<file path="config.mk">
export PLATFORM = sky130hd
export DESIGN_NAME = l2_cache_nway_flat
export DESIGN_NICKNAME = d
export VERILOG_FILES = /design/src/rtl/l2_cache_nway_if.sv /design/src/rtl/l2_cache_nway.sv /design/src/flat_wrapper.sv
export SDC_FILE = /design/constraint.sdc
export NUM_CORES = 2
export LEC_CHECK = 0
export BUFFER_PORTS_ARGS = -buffer_cell sky130_fd_sc_hd__buf_2
export CAP_MARGIN = 20
export CELL_PAD_IN_SITES_DETAIL_PLACEMENT = 1
export CELL_PAD_IN_SITES_GLOBAL_PLACEMENT = 1
export CORE_MARGIN = 5
export CORE_UTILIZATION = 50
export CTS_BUF_LIST = sky130_fd_sc_hd__clkbuf_8
export CTS_CLUSTER_SIZE = 10
export DETAILED_ROUTE_END_ITERATION = 8
export PLACE_DENSITY = 0.75
export SYNTH_ARGS = -nofsm -noshare
export SYNTH_HDL_FRONTEND = slang
export SYNTH_MEMORY_MAX_BITS = 65536
export SYNTH_SLANG_ARGS = --single-unit
</file>
<file path="constraint.sdc">
create_clock -name clk -period 8.1 [get_ports clk]
set_input_delay 1.62 -clock clk [delete_from_list [all_inputs] [get_ports clk]]
set_output_delay 1.62 -clock clk [all_outputs]
set_load 0.05 [all_outputs]
</file>
<file path="src/rtl/l2_cache_nway_if.sv">
// l2_cache_nway_if: upstream (L1 side) and physical-memory block bus of the L2 cache.
// The cache uses the slave modport; the requester/memory environment uses master.
interface l2_cache_nway_if #(
    parameter int unsigned BLOCK_BITS = 128
);
    logic                  mem_read;
    logic                  mem_write;
    logic [15:0]           mem_address;
    logic [BLOCK_BITS-1:0] mem_wdata;
    logic [BLOCK_BITS-1:0] mem_rdata;
    logic                  mem_resp;
    logic                  pmem_read;
    logic                  pmem_write;
    logic [15:0]           pmem_address;
    logic [BLOCK_BITS-1:0] pmem_wdata;
    logic [BLOCK_BITS-1:0] pmem_rdata;
    logic                  pmem_resp;

    modport master (
        output mem_read, mem_write, mem_address, mem_wdata,
        input  mem_rdata, mem_resp,
        input  pmem_read, pmem_write, pmem_address, pmem_wdata,
        output pmem_rdata, pmem_resp
    );

    modport slave (
        input  mem_read, mem_write, mem_address, mem_wdata,
        output mem_rdata, mem_resp,
        output pmem_read, pmem_write, pmem_address, pmem_wdata,
        input  pmem_rdata, pmem_resp
    );
endinterface

</file>
<file path="src/rtl/l2_cache_nway.sv">
// l2_cache_nway: N-way set-associative, write-back, write-allocate L2 cache with
// tree pseudo-LRU replacement and invalid-way-first victim selection.
// Optional performance counters are built when L2_PERF_COUNTERS_EN is defined;
// otherwise hit_count/miss_count/wb_count are tied to zero.
module l2_cache_nway #(
    parameter int unsigned WAYS       = 4,
    parameter int unsigned LOG_SETS   = 3,
    parameter int unsigned BLOCK_BITS = 128
) (
    input  logic                clk,
    input  logic                reset,
    l2_cache_nway_if.slave      bus,
    output logic [15:0]         hit_count,
    output logic [15:0]         miss_count,
    output logic [15:0]         wb_count
);
    localparam int unsigned OFF  = $clog2(BLOCK_BITS / 8);
    localparam int unsigned TAG  = 16 - LOG_SETS - OFF;
    localparam int unsigned SETS = 1 << LOG_SETS;
    localparam int unsigned WLOG = $clog2(WAYS);

    typedef enum logic [1:0] {IDLE, WRITEBACK, ALLOCATE} state_t;

    state_t state, state_next;

    logic [BLOCK_BITS-1:0] data_arr  [SETS][WAYS];
    logic [TAG-1:0]        tag_arr   [SETS][WAYS];
    logic [WAYS-1:0]       valid_arr [SETS];
    logic [WAYS-1:0]       dirty_arr [SETS];
    logic [WAYS-2:0]       plru_arr  [SETS];

    logic [TAG-1:0]      req_tag;
    logic [LOG_SETS-1:0] req_idx;
    logic                req_any;
    logic                hit;
    logic [WLOG-1:0]     hit_way;
    logic [WLOG-1:0]     victim_sel;
    logic [WLOG-1:0]     victim_q;
    logic                do_hit;
    logic                do_miss;
    logic                do_wb_done;
    logic                do_fill;

    // Walk the tree from the root; heap layout, node n has children 2n+1 (left) and 2n+2.
    function automatic logic [WLOG-1:0] plru_victim(input logic [WAYS-2:0] b);
        int unsigned pre;
        int unsigned node;
        pre = 0;
        for (int unsigned l = 0; l < WLOG; l++) begin
            node = ((32'd1 << l) - 32'd1) + pre;
            pre  = 2 * pre + (b[node] ? 32'd1 : 32'd0);
        end
        return WLOG'(pre);
    endfunction

    // Point every node on the path of the touched way towards the other subtree.
    function automatic logic [WAYS-2:0] plru_touch(input logic [WAYS-2:0] b,
                                                   input logic [WLOG-1:0] w);
        logic [WAYS-2:0] r;
        int unsigned node;
        r = b;
        for (int unsigned l = 0; l < WLOG; l++) begin
            node    = ((32'd1 << l) - 32'd1) + (32'(w) >> (WLOG - l));
            r[node] = ~w[WLOG-1-l];
        end
        return r;
    endfunction

    assign req_tag = bus.mem_address[15:16-TAG];
    assign req_idx = bus.mem_address[LOG_SETS+OFF-1:OFF];
    assign req_any = bus.mem_read | bus.mem_write;

    // Tag compare across the set; the lowest matching way wins.
    always_comb begin
        hit     = 1'b0;
        hit_way = '0;
        for (int unsigned w = WAYS; w > 0; w--) begin
            if (valid_arr[req_idx][w-1] && (tag_arr[req_idx][w-1] == req_tag)) begin
                hit     = 1'b1;
                hit_way = WLOG'(w - 1);
            end
        end
    end

    // Victim choice: lowest invalid way, else the pseudo-LRU way.
    always_comb begin
        victim_sel = plru_victim(plru_arr[req_idx]);
        for (int unsigned w = WAYS; w > 0; w--) begin
            if (!valid_arr[req_idx][w-1]) begin
                victim_sel = WLOG'(w - 1);
            end
        end
    end

    // State register.
    always_ff @(posedge clk or posedge reset) begin
        if (reset) begin
            state <= IDLE;
        end else begin
            state <= state_next;
        end
    end

    // Next-state logic and bus outputs.
    always_comb begin
        state_next        = state;
        bus.mem_resp      = 1'b0;
        bus.pmem_read     = 1'b0;
        bus.pmem_write    = 1'b0;
        bus.pmem_address  = '0;
        bus.mem_rdata     = data_arr[req_idx][hit_way];
        bus.pmem_wdata    = data_arr[req_idx][victim_q];
        do_hit            = 1'b0;
        do_miss           = 1'b0;
        do_wb_done        = 1'b0;
        do_fill           = 1'b0;
        unique case (state)
            IDLE: begin
                if (req_any) begin
                    if (hit) begin
                        bus.mem_resp = 1'b1;
                        do_hit       = 1'b1;
                    end else begin
                        do_miss = 1'b1;
                        if (valid_arr[req_idx][victim_sel] && dirty_arr[req_idx][victim_sel]) begin
                            state_next = WRITEBACK;
                        end else begin
                            state_next = ALLOCATE;
                        end
                    end
                end
            end
            WRITEBACK: begin
                bus.pmem_write   = 1'b1;
                bus.pmem_address = {tag_arr[req_idx][victim_q], req_idx, {OFF{1'b0}}};
                if (bus.pmem_resp) begin
                    do_wb_done = 1'b1;
                    state_next = ALLOCATE;
                end
            end
            ALLOCATE: begin
                bus.pmem_read    = 1'b1;
                bus.pmem_address = {bus.mem_address[15:OFF], {OFF{1'b0}}};
                if (bus.pmem_resp) begin
                    do_fill    = 1'b1;
                    state_next = IDLE;
                end
            end
            default: state_next = IDLE;
        endcase
    end

    // Valid/dirty/PLRU state and the victim latched at the miss edge.
    always_ff @(posedge clk or posedge reset) begin
        if (reset) begin
            for (int unsigned s = 0; s < SETS; s++) begin
                valid_arr[s] <= '0;
                dirty_arr[s] <= '0;
                plru_arr[s]  <= '0;
            end
            victim_q <= '0;
        end else begin
            if (do_miss) begin
                victim_q <= victim_sel;
            end
            if (do_hit) begin
                plru_arr[req_idx] <= plru_touch(plru_arr[req_idx], hit_way);
                if (bus.mem_write) begin
                    dirty_arr[req_idx][hit_way] <= 1'b1;
                end
            end
            if (do_wb_done) begin
                dirty_arr[req_idx][victim_q] <= 1'b0;
            end
            if (do_fill) begin
                valid_arr[req_idx][victim_q] <= 1'b1;
                dirty_arr[req_idx][victim_q] <= 1'b0;
                plru_arr[req_idx]            <= plru_touch(plru_arr[req_idx], victim_q);
            end
        end
    end

    // Data and tag storage; not reset, since valid bits gate every use.
    always_ff @(posedge clk) begin
        if (do_hit && bus.mem_write) begin
            data_arr[req_idx][hit_way] <= bus.mem_wdata;
        end
        if (do_fill) begin
            data_arr[req_idx][victim_q] <= bus.pmem_rdata;
            tag_arr[req_idx][victim_q]  <= req_tag;
        end
    end

`ifdef L2_PERF_COUNTERS_EN
    logic missed;

    // Saturating hit/miss/writeback counters; a miss's final mem_resp is not a hit.
    always_ff @(posedge clk or posedge reset) begin
        if (reset) begin
            missed     <= 1'b0;
            hit_count  <= '0;
            miss_count <= '0;
            wb_count   <= '0;
        end else begin
            if (do_miss) begin
                missed <= 1'b1;
                if (miss_count != 16'hFFFF) miss_count <= miss_count + 16'd1;
            end
            if (do_hit) begin
                missed <= 1'b0;
                if (!missed && (hit_count != 16'hFFFF)) hit_count <= hit_count + 16'd1;
            end
            if (do_wb_done && (wb_count != 16'hFFFF)) begin
                wb_count <= wb_count + 16'd1;
            end
        end
    end
`else
    assign hit_count  = '0;
    assign miss_count = '0;
    assign wb_count   = '0;
`endif

endmodule

</file>
<file path="src/flat_wrapper.sv">
// flat-port wrapper written by rule: the top's interface ports become plain ports
module l2_cache_nway_flat 
#(
    parameter int unsigned WAYS       = 4,
    parameter int unsigned LOG_SETS   = 3,
    parameter int unsigned BLOCK_BITS = 128
)
  (clk, reset, hit_count, miss_count, wb_count, bus_mem_read, bus_mem_write, bus_mem_address, bus_mem_wdata, bus_mem_rdata, bus_mem_resp, bus_pmem_read, bus_pmem_write, bus_pmem_address, bus_pmem_wdata, bus_pmem_rdata, bus_pmem_resp);
  l2_cache_nway_if #(.BLOCK_BITS(BLOCK_BITS)) bus_i ();
  input  logic clk;
  input  logic reset;
  output logic [15:0] hit_count;
  output logic [15:0] miss_count;
  output logic [15:0] wb_count;
  input wire logic [$bits(bus_i.mem_read)-1:0] bus_mem_read;
  input wire logic [$bits(bus_i.mem_write)-1:0] bus_mem_write;
  input wire logic [$bits(bus_i.mem_address)-1:0] bus_mem_address;
  input wire logic [$bits(bus_i.mem_wdata)-1:0] bus_mem_wdata;
  output wire logic [$bits(bus_i.mem_rdata)-1:0] bus_mem_rdata;
  output wire logic [$bits(bus_i.mem_resp)-1:0] bus_mem_resp;
  output wire logic [$bits(bus_i.pmem_read)-1:0] bus_pmem_read;
  output wire logic [$bits(bus_i.pmem_write)-1:0] bus_pmem_write;
  output wire logic [$bits(bus_i.pmem_address)-1:0] bus_pmem_address;
  output wire logic [$bits(bus_i.pmem_wdata)-1:0] bus_pmem_wdata;
  input wire logic [$bits(bus_i.pmem_rdata)-1:0] bus_pmem_rdata;
  input wire logic [$bits(bus_i.pmem_resp)-1:0] bus_pmem_resp;
  assign bus_i.mem_read = bus_mem_read;
  assign bus_i.mem_write = bus_mem_write;
  assign bus_i.mem_address = bus_mem_address;
  assign bus_i.mem_wdata = bus_mem_wdata;
  assign bus_mem_rdata = bus_i.mem_rdata;
  assign bus_mem_resp = bus_i.mem_resp;
  assign bus_pmem_read = bus_i.pmem_read;
  assign bus_pmem_write = bus_i.pmem_write;
  assign bus_pmem_address = bus_i.pmem_address;
  assign bus_pmem_wdata = bus_i.pmem_wdata;
  assign bus_i.pmem_rdata = bus_pmem_rdata;
  assign bus_i.pmem_resp = bus_pmem_resp;
  l2_cache_nway #(.WAYS(WAYS), .LOG_SETS(LOG_SETS), .BLOCK_BITS(BLOCK_BITS)) u_core (.clk(clk), .reset(reset), .bus(bus_i), .hit_count(hit_count), .miss_count(miss_count), .wb_count(wb_count));
endmodule
</file>
==> impl_metrics.json <==
{
  "post_drt_wl_per_cell_um": 38.3,
  "synth_top_area_share_pct": 75.6,
  "critPathArrivalTime_ns": 6.26,
  "max-cap-violations": 0,
  "hold_start": "u_core.valid_arr[18]",
  "worstHoldPathCells": 1,
  "dpl_cell_area_um2": 184000,
  "holdWs_ns": 0.464,
  "grt_pass1_wl_um": 855000,
  "yosys_warnings": 0,
  "worst_slack_ns": 0.217,
  "startpoint": "bus_mem_address[5]",
  "grt_max_degree": 135,
  "slew_headroom_pct": 14.9,
  "ys_seq_elements": 4476,
  "status": "complete, no violations",
  "hp-class": "register to register",
  "netlist_area_um2": 174000,
  "place_congestion": 0.860,
  "routed_via_density": 6.97,
  "gr-total-overflow": 0,
  "hold_buffers": 0,
  "ir_drop_mv": 0.205,
  "drt_iter0_drc": 16947,
  "groute.usage.overall_pct": 33.3,
  "fin_area_um2": 197000,
  "n_fill_cell": 31486,
  "hold_violations": 0,
  "cts_setup_buffers": 0,
  "tns_ns": 0,
  "synthTopCellsByArea": "edfxtp_1, a22oi_1, mux2_2",
  "dieHeight_um": 600,
  "h-tree-depth": 6,
  "initial_core_util_pct": 50.2,
  "first_global_vias": 115387,
  "nets": 11162,
  "fmax_mhz": 127,
  "clk_path_buf_depth": 4,
  "cts_resized": 0,
  "drc": 0,
  "dp_hpwl_um": 335000,
  "path_clk_slew_ns": 0.07,
  "synth_top_cell_by_area": "edfxtp_1",
  "period_minus_slack_ns": 7.88,
  "synth.distinct_cells": 80,
  "cp.required_ns": 6.48,
  "fin_util_pct": 56.7,
  "io_buffers": 543,
  "crit_path_end_kind": "output port",
  "finalSetupViolCount": 0,
  "grt_use_met3_pct": 7.59,
  "p_leak_uw": 0.0643,
  "die_w_um": 600,
  "finalCritPeriodShare_pct": 97.3,
  "fin_skew_ns": 0.121,
  "cts_tree": "yes",
  "busiest_layer": "met2",
  "dieArea_um2": 360000,
  "antenna_found_initial": 59,
  "synth_ff_type": "edfxtp_1",
  "synth_edf_count": 4384,
  "syn_inst": 10033,
  "dr.pass1.iters": 8,
  "worstRegToRegCells": 9,
  "worstMarginPinSlew_ns": 1.28,
  "synthToLayoutAreaGrowth_pct": 13.0,
  "wirelength_um": 613000,
  "seq_area_frac_synth_pct": 77.0,
  "rsz0062_at_grt": "no",
  "io-pin-count": 600,
  "vias": 111772,
  "clock-root-buffer": "clkbuf_8",
  "drive_gt1_share_pct": 21.6,
  "dp_slack_ns": 0.384,
  "coreArea_um2": 346000,
  "cts_buffers": 701,
  "startpoint_type": "input pin",
  "finalMaxSlewViolations": 0,
  "r2r_start": "u_core.state[0]",
  "synth.avg_cell_area_um2": 17.3,
  "power_density_nw_per_um2": 270,
  "num_rows": 216,
  "antenna_left": 0,
  "critPathMaxFanout": 50,
  "cts_sinks": 4476,
  "clk_latency_ns": 1.30,
  "grt_use_met1_pct": 43.2,
  "synthArstFlopShare_pct": 2.06,
  "crit_type": "input pin to output port",
  "grtUsageMet2_pct": 52.8
}
-- sequential cells by signal (all words and copies together) (netlist names) --
register          cells
u_core.dirty_arr     32
u_core.data_arr    4096
u_core.tag_arr      288
u_core.valid_arr     32
u_core.state          2
u_core.victim_q       2
u_core.plru_arr      24
-- per-stage QoR --
| stage | total power (uW) | instances |
|---|---|---|
| final | 53000 | 16026 |
| after global routing | 54600 | 16001 |
| after global placement | 35000 | 14725 |
| after floorplan | 32400 | 10084 |
| after detailed placement | 35400 | 14746 |
| after CTS | 53000 | 15976 |
-- cells in the final DEF, fill, tap and decap left out, types with 153 or more instances in the layout --
cell         n
a22oi_1   1704
mux2i_1    224
clkbuf_8   715
nand2_1    674
inv_1      222
o21ai_0    153
clkinv_1   173
mux2_2     457
nand3_1    201
mux4_2     194
buf_4      185
nand4_1    365
edfxtp_1  4384
buf_2      537
-- cell families (layout without fill, tap and decap cells) --
| family | Yosys count | in the layout | synth area share, % |
|---|---|---|---|
| simple gates | 1519 | 1519 | 4.17 |
| other cells | 1 | 91 | 0.00215 |
| buf+inv | 774 | 2099 | 1.90 |
| xor+xnor | 36 | 36 | 0.181 |
| flops | 4476 | 4476 | 77.0 |
| fa+ha+maj | 3 | 3 | 0.0216 |
| compound gates | 2348 | 2348 | 10.0 |
| mux | 876 | 876 | 6.76 |
-- layout make-up --
| class | instances | area (um2) | area share, % |
|---|---|---|---|
| inverter | 18 | 83.8 | 0.0426 |
| antenna | 39 | 97.6 | 0.0496 |
| clock inverter | 518 | 3000 | 1.53 |
| timing repair buffer | 851 | 6530 | 3.32 |
| multi-input combinational | 4834 | 37400 | 19.0 |
| clock buffer | 712 | 9800 | 4.98 |
| sequential | 4476 | 134000 | 68.1 |
| tap | 4578 | 5730 | 2.91 |
-- final timing paths --
check	to	slack, ns
max	bus_mem_rdata[17]	0.22
min	u_core.valid_arr[18]	0.46
max reg2reg	u_core.data_arr[0][173]	2.62
min reg2reg	u_core.valid_arr[18]	0.46
max in group asynchronous	u_core.valid_arr[31]	6.33
min in group asynchronous	u_core.valid_arr[18]	0.52
-- routing by layer --
layer / wire (um) / up-vias
li1: - / 43129
met4: 36100 / 30
met3: 74300 / 1824
met2: 287000 / 9042
met5: 178 / -
met1: 216000 / 57747
-- synthesized netlist by cell type, drive strengths merged, types with 6 or more instances --
cell type / number
a2bb2oi: 6
mux4: 194
a22oi: 1704
o21ai: 157
nor3: 11
mux2: 458
nand2b: 7
o2bb2ai: 8
xor2: 21
nor4: 7
and2: 13
a22o: 20
buf: 183
or2: 34
a31oi: 13
inv: 18
dfrtp: 92
nand2: 675
nor2: 160
edfxtp: 4384
a222oi: 98
a21oi: 118
mux2i: 224
nor2b: 12
clkbuf: 573
o22a: 30
a21boi: 7
o22ai: 56
o32a: 8
xnor2: 15
nand4: 365
a221oi: 96
nand3: 204
-- report_power, final --
part / total (uW) / leakage, uW / switching (uW) / internal [uW]
Clock: 17900 / 0.00731 / 9130 / 8810
Combinational: 8150 / 0.0164 / 6090 / 2060
Sequential: 26900 / 0.0406 / 196 / 26700
-- critical path: stages --
cell	delay (ns)
clkbuf_8	0.37
buf_4	0.30
and2b_4	0.36
a22o_1	0.26
a221oi_1	0.56
xnor2_1	0.14
nand4_1	0.20
nor4_4	0.07
buf_4	0.21
nor2_4	0.71
buf_12	0.45
a22oi_1	0.21
nand3_1	0.25
buf_2	0.31
Power figures use the tool's default switching activity.
